$ cat src/rtl/seg7_capture.sv
// -----------------------------------------------------------------------------
// seg7_capture
// Receive-side monitor for a multiplexed NDIG-digit 7-segment display driver.
// It watches the anode-select and segment buses and waits for each digit to
// dwell stably. It then decodes the segment pattern back to a hex nibble and,
// once every digit of a scan frame has been captured, publishes the
// reassembled value.
//
// Ports:
//   clk      in   1       system clock, rising edge
//   clr      in   1       synchronous active-high reset
//   an       in   NDIG    anode select, active-low; bit i = digit i (bit 0 = LS nibble)
//   a_to_g   in   7       segments, active-low; bit 6 = seg a ... bit 0 = seg g
//   x        out  4*NDIG  last completely captured value; nibble i = digit i
//   x_valid  out  1       one-cycle pulse when x is updated
//   seg_err  out  1       one-cycle pulse when a stable digit has an undecodable pattern
// -----------------------------------------------------------------------------
module seg7_capture #(
    parameter int unsigned NDIG   = 4,
    parameter int unsigned STABLE = 4
) (
    input  logic                clk,
    input  logic                clr,
    input  logic [NDIG-1:0]     an,
    input  logic [6:0]          a_to_g,
    output logic [4*NDIG-1:0]   x,
    output logic                x_valid,
    output logic                seg_err
);

    localparam int unsigned DW    = 4 * NDIG;
    localparam int unsigned CNT_W = 8;
    localparam int unsigned IDX_W = (NDIG > 1) ? $clog2(NDIG) : 1;
    localparam int unsigned OFS_W = IDX_W + 2;

    localparam logic [CNT_W-1:0] CNT_MAX = CNT_W'(STABLE);
    localparam logic [CNT_W-1:0] CNT_HIT = CNT_W'(STABLE - 1);

    // Active-low segment pattern -> {valid, nibble}
    function automatic logic [4:0] seg_decode(input logic [6:0] s);
        logic [4:0] r;
        r = 5'b0_0000;
        case (s)
            7'b0000001: r = {1'b1, 4'h0};
            7'b1001111: r = {1'b1, 4'h1};
            7'b0010010: r = {1'b1, 4'h2};
            7'b0000110: r = {1'b1, 4'h3};
            7'b1001100: r = {1'b1, 4'h4};
            7'b0100100: r = {1'b1, 4'h5};
            7'b0100000: r = {1'b1, 4'h6};
            7'b0001111: r = {1'b1, 4'h7};
            7'b0000000: r = {1'b1, 4'h8};
            7'b0000100: r = {1'b1, 4'h9};
            7'b0001000: r = {1'b1, 4'hA};
            7'b1100000: r = {1'b1, 4'hB};
            7'b0110001: r = {1'b1, 4'hC};
            7'b1000010: r = {1'b1, 4'hD};
            7'b0110000: r = {1'b1, 4'hE};
            7'b0111000: r = {1'b1, 4'hF};
            default:    r = 5'b0_0000;
        endcase
        return r;
    endfunction

    // Registers
    logic [NDIG-1:0]  prev_an_q;
    logic [6:0]       prev_seg_q;
    logic [CNT_W-1:0] cnt_q,     cnt_d;
    logic             sampled_q, sampled_d;
    logic [NDIG-1:0]  mask_q,    mask_d;
    logic [DW-1:0]    shadow_q,  shadow_d;
    logic [DW-1:0]    x_q,       x_d;
    logic             x_valid_q, x_valid_d;
    logic             seg_err_q, seg_err_d;

    // Combinational intermediates
    logic             bus_change;
    logic             sample_ev;
    logic [NDIG-1:0]  an_act;
    logic             dig_onehot;
    logic [IDX_W-1:0] sel_idx;
    logic [OFS_W-1:0] sel_ofs;
    logic [4:0]       dec;
    logic [NDIG-1:0]  mask_new;
    logic [DW-1:0]    shadow_new;

    // Input history for change detection; tracks the buses even in reset so a
    // bus that is simply held across reset is not mistaken for a new dwell.
    always_ff @(posedge clk) begin
        prev_an_q  <= an;
        prev_seg_q <= a_to_g;
    end

    // Dwell timer: one sample per stable dwell, taken once STABLE cycles elapse
    always_comb begin
        bus_change = (an != prev_an_q) || (a_to_g != prev_seg_q);
        cnt_d      = cnt_q;
        sampled_d  = sampled_q;
        sample_ev  = 1'b0;
        if (bus_change) begin
            cnt_d     = '0;
            sampled_d = 1'b0;
        end else begin
            if (cnt_q != CNT_MAX) begin
                cnt_d = cnt_q + CNT_W'(1);
            end
            if (!sampled_q && (cnt_q == CNT_HIT)) begin
                sample_ev = 1'b1;
                sampled_d = 1'b1;
            end
        end
    end

    // Digit selection: only a single active anode addresses a digit
    always_comb begin
        an_act     = ~prev_an_q;
        dig_onehot = (an_act != '0) && ((an_act & (an_act - NDIG'(1))) == '0);
        sel_idx    = '0;
        for (int k = 0; k < NDIG; k++) begin
            if (an_act[k]) begin
                sel_idx = IDX_W'(k);
            end
        end
        sel_ofs = {sel_idx, 2'b00};
        dec     = seg_decode(prev_seg_q);
    end

    // Capture, frame assembly and output pulses
    always_comb begin
        mask_d     = mask_q;
        shadow_d   = shadow_q;
        x_d        = x_q;
        x_valid_d  = 1'b0;
        seg_err_d  = 1'b0;
        mask_new   = mask_q;
        shadow_new = shadow_q;
        if (sample_ev && dig_onehot) begin
            if (dec[4]) begin
                shadow_new[sel_ofs +: 4] = dec[3:0];
                mask_new                 = mask_q | (NDIG'(1) << sel_idx);
                shadow_d                 = shadow_new;
                if (&mask_new) begin
                    // Frame complete: publish including the digit just taken
                    x_d       = shadow_new;
                    x_valid_d = 1'b1;
                    mask_d    = '0;
                end else begin
                    mask_d = mask_new;
                end
            end else begin
                seg_err_d = 1'b1;
            end
        end
    end

    // State registers
    always_ff @(posedge clk) begin
        if (clr) begin
            cnt_q     <= '0;
            sampled_q <= 1'b1;
            mask_q    <= '0;
            shadow_q  <= '0;
            x_q       <= '0;
            x_valid_q <= 1'b0;
            seg_err_q <= 1'b0;
        end else begin
            cnt_q     <= cnt_d;
            sampled_q <= sampled_d;
            mask_q    <= mask_d;
            shadow_q  <= shadow_d;
            x_q       <= x_d;
            x_valid_q <= x_valid_d;
            seg_err_q <= seg_err_d;
        end
    end

    assign x       = x_q;
    assign x_valid = x_valid_q;
    assign seg_err = seg_err_q;

endmodule
$ cat config.mk
export PLATFORM = sky130hd
export DESIGN_NAME = seg7_capture
export DESIGN_NICKNAME = d
export VERILOG_FILES = /design/src/rtl/seg7_capture.sv
export SDC_FILE = /design/constraint.sdc
export NUM_CORES = 1
export LEC_CHECK = 0
export ABC_AREA = 0
export BUFFER_PORTS_ARGS = -buffer_cell sky130_fd_sc_hd__buf_2
export CAP_MARGIN = 20
export CELL_PAD_IN_SITES_DETAIL_PLACEMENT = 1
export CELL_PAD_IN_SITES_GLOBAL_PLACEMENT = 1
export CORE_ASPECT_RATIO = 0.8
export CORE_MARGIN = 3
export CORE_UTILIZATION = 47
export CTS_BUF_LIST = sky130_fd_sc_hd__clkbuf_8
export CTS_CLUSTER_DIAMETER = 30
export CTS_CLUSTER_SIZE = 25
export DETAILED_ROUTE_END_ITERATION = 7
export GPL_TIMING_DRIVEN = 0
export PLACE_DENSITY = 0.83
export SETUP_SLACK_MARGIN = 0.5
export SYNTH_ARGS = -nofsm -noshare
export SYNTH_HDL_FRONTEND = slang
export SYNTH_SLANG_ARGS = --single-unit
$ cat constraint.sdc
create_clock -name clk -period 3.3 [get_ports clk]
set_clock_uncertainty 0.2 [all_clocks]
set_input_delay 0.66 -clock clk [delete_from_list [all_inputs] [get_ports clk]]
set_output_delay 0.66 -clock clk [all_outputs]
set_load 0.02 [all_outputs]
==> flow_metrics.py <==
metrics = {
    "setup_path": {
        "crit_path_top_delay_cell": "dfxtp_1",
        "worstPathRequired_ns": 3.37,
        "cp-end-kind": "register",
        "critPathLaunchType": "register",
        "worstPathCellList": "buf_2, xnor2_1, nand4_1, nor4_4, buf_2, o2111ai_2, a211oi_1",
        "crit_family": "compound AO/OA/AOI/OAI gates",
        "critPathKind": "register to register",
        "crit_buf_inv": 2,
        "path_common_cell": "buf_2",
        "worstPathMaxFanout": 10,
        "worstPathArrival_ns": 2.72,
        "slowest_delay_ns": 0.45,
    },
    "cells_and_area": {
        "multiInputGateArea_um2": 1890,
        "regArea_um2": 1160,
        "nets": 427,
        "area_delta_synth_final_pct": 16.7,
        "drive_gt1_share_pct": 18.5,
        "num-fill-cells": 789,
        "fin_cells": 495,
        "diodes": 0,
    },
    "synthesis": {
        "synth_top_area_share_pct": 36.6,
        "muxShareOfSynthArea_pct": 8.53,
        "synth.distinct_cells": 53,
        "yosysSeqAreaShare_pct": 36.6,
        "ys_ff_latch": 58,
        "ys_warn_count": 0,
        "synth_edf_count": 0,
        "synthXorXnorAreaFrac_pct": 5.25,
        "synth-adder-area-share_pct": 3.16,
        "synthSimpleGateAreaFrac_pct": 25.9,
        "synth.avg_cell_area_um2": 8.80,
        "synth_area_leaders": "dfxtp_1 (37%), mux2i_1 (8.5%), nand2_1 (5.7%)",
        "synth_top_family_by_area": "simple AND/OR/NAND/NOR gates",
        "synth_nets": 381,
        "ys_top_cells_by_count": "dfxtp_1 (58), nand2_1 (48), mux2i_1 (27), nor2b_1 (18)",
        "synth_most_common_cell": "dfxtp_1",
        "synth_cells": 360,
        "synth_compound_area_share_pct": 15.7,
        "yosysTopAreaCell": "dfxtp_1",
        "ys.flop_type": "dfxtp_1",
        "async_flop_share_pct": 0,
        "netlist_area_um2": 3170,
    },
    "power": {
        "power.share.clock_pct": 44.3,
        "combPwrFrac_pct": 8.4,
        "power.internal_mw": 1.12,
        "vdd.ir_drop.worst_mv": 0.243,
        "total_power_mw": 1.51,
        "p_switching_uw": 397,
        "swShare_pct": 26.2,
        "seqPwrFrac_pct": 47.3,
        "power.leakage_nw": 1.55,
        "powerDensity_nw_per_um2": 409,
    },
    "route": {
        "m1WireLength_um": 4060,
        "vias_per_cell": 5.81,
        "vias": 2874,
        "dr.pass1.iters": 4,
        "top_layer": "met4",
        "ant_nets": 0,
        "drcViolationCount": 0,
        "drt_iter0_markers": 142,
        "dr_wl_met3_um": 498,
        "wl_met2_um": 4290,
        "post_drt_wl_per_cell_um": 18.2,
        "routed_wl_um": 8990,
    },
    "sta": {
        "rsz0062_at_grt": "true",
        "fin_crit_ns": 2.66,
        "fin_crit_sh_pct": 80.6,
        "fmax_ghz": 0.376,
        "worstMarginPinSlew_ns": 0.828,
        "setup_tns_ns": 0,
        "drv_slew": 0,
        "finalHoldViolations": 0,
        "slew_headroom_pct": 44.0,
        "setup_viol": 0,
    },
    "placed_design": {
        "placedCellCount": 474,
        "gp_congestion": 0.866,
        "dp_hpwl_um": 6480,
        "port_buffers": 30,
    },
    "clocking": {
        "cts.sinks": 58,
        "cts_tree": "done",
        "cts_buffers": 9,
        "insertion_delay_ns": 0.35,
        "clk_pin_slew_worst_paths_ns": 0.07,
        "cts_buffer_depth": 2,
        "ctsHtreeMaxLevel": 3,
        "cts_root_buf": "clkbuf_8",
    },
    "die": {
        "rows": 26,
        "die_w_um": 97.8,
        "dieHeight_um": 79.4,
        "start_util_pct": 49.0,
        "io_pins": 31,
        "core_area_um2": 6470,
        "dieArea_um2": 7770,
    },
    "global_routing": {
        "grt_usage_pct": 24.0,
        "grt_max_degree": 11,
        "grt_overflow": 0,
        "antenna_found_initial": 0,
        "grt_first_pass_wirelength_um": 14600,
        "grt_pass1_vias": 2835,
    },
    "hold_path": {
        "hold_class": "input pin to register",
    },
    "flow_run": {
        "cap_violations": 0,
    },
    "run_status": {
        "status": "complete, no violations",
    },
}
==> registers in the layout, indices dropped and copies added (netlist names) <==
name,flops
cnt_q,8
shadow_q,16
sampled_q,1
prev_seg_q,7
seg_err,1
prev_an_q,4
mask_q,4
x_valid,1
x,16
==> routing by layer <==
layer | GRT usage, % | vias up
met5 | 0 | -
met2 | 39.7 | 81
met1 | 30.0 | 1391
met3 | 6.46 | 16
li1 | - | 1386
met4 | 9.41 | 0
==> layout make-up <==
type	instances	area share, %
buffer	23	3.15
inverter	12	1.22
tap	84	2.84
clock buffer	10	3.72
timing repair buffer	35	5.07
multi-input combinational	267	51.0
clock inverter	6	1.56
sequential	58	31.4
==> per-stage QoR <==
stage	utilization, %	worst slack [ns]	hold slack (ns)	area [µm²]
global route	57.1	0.472	0.223	3700
global placement	52.9	0.372	0.241	3420
finish	57.1	0.641	0.231	3700
CTS	56.3	0.506	0.227	3650
detailed placement	52.9	0.267	0.254	3420
floorplan	-	0.893	0.233	3170
==> layout by cell type (no fill, tap or decap), drive strengths merged, types with 5 or more instances in the layout <==
| cell type | netlist | routed |
|---|---|---|
| dfxtp | 58 | 58 |
| nand2 | 48 | 48 |
| buf | 6 | 40 |
| clkbuf | 17 | 28 |
| mux2i | 27 | 27 |
| nor2b | 18 | 18 |
| o21ai | 17 | 17 |
| nor2 | 15 | 15 |
| inv | 12 | 13 |
| xnor2 | 13 | 13 |
| nand3 | 10 | 10 |
| and3 | 9 | 9 |
| ha | 8 | 8 |
| nor3 | 7 | 7 |
| a21oi | 7 | 7 |
| o2111ai | 7 | 7 |
| xor2 | 6 | 6 |
| o2bb2ai | 6 | 6 |
| a31oi | 6 | 6 |
| nor4bb | 5 | 5 |
| a211oi | 5 | 5 |
| nand4 | 5 | 5 |
==> power by group through the flow <==
stage	combinational [mW]	sequential [mW]	clock (mW)
final	0.127	0.717	0.671
after floorplan	0.0828	0.730	0
after detailed placement	0.120	0.732	0
after global placement	0.116	0.732	0
after CTS	0.123	0.716	0.677
after global routing	0.138	0.717	0.717
==> kinds of logic after synthesis <==
logic type,Yosys count
AOI/OAI and AO/OA,66
xor gates and xnor gates,19
adders and majority gates,8
buffers and inverters,35
DFF,58
muxes,27
and+or+nand+nor,147
==> final timing paths <==
kind,end,depth (start not counted),slack [ns],startpoint
setup / recovery,mask_q[3],7,0.64,prev_seg_q[6]
hold / removal,prev_seg_q[1],1,0.23,a_to_g[1]
setup reg to reg,mask_q[3],7,0.64,prev_seg_q[6]
hold reg to reg,x[3],2,0.26,x[3]
==> repair_timing <==
item	in CTS	in global routing
buffers inserted	1	4
hold buffers	0	0
endpoints found under the setup margin	36	35
pin swaps	1	2
resized for setup	6	13
Power figures use the tool's default switching activity.
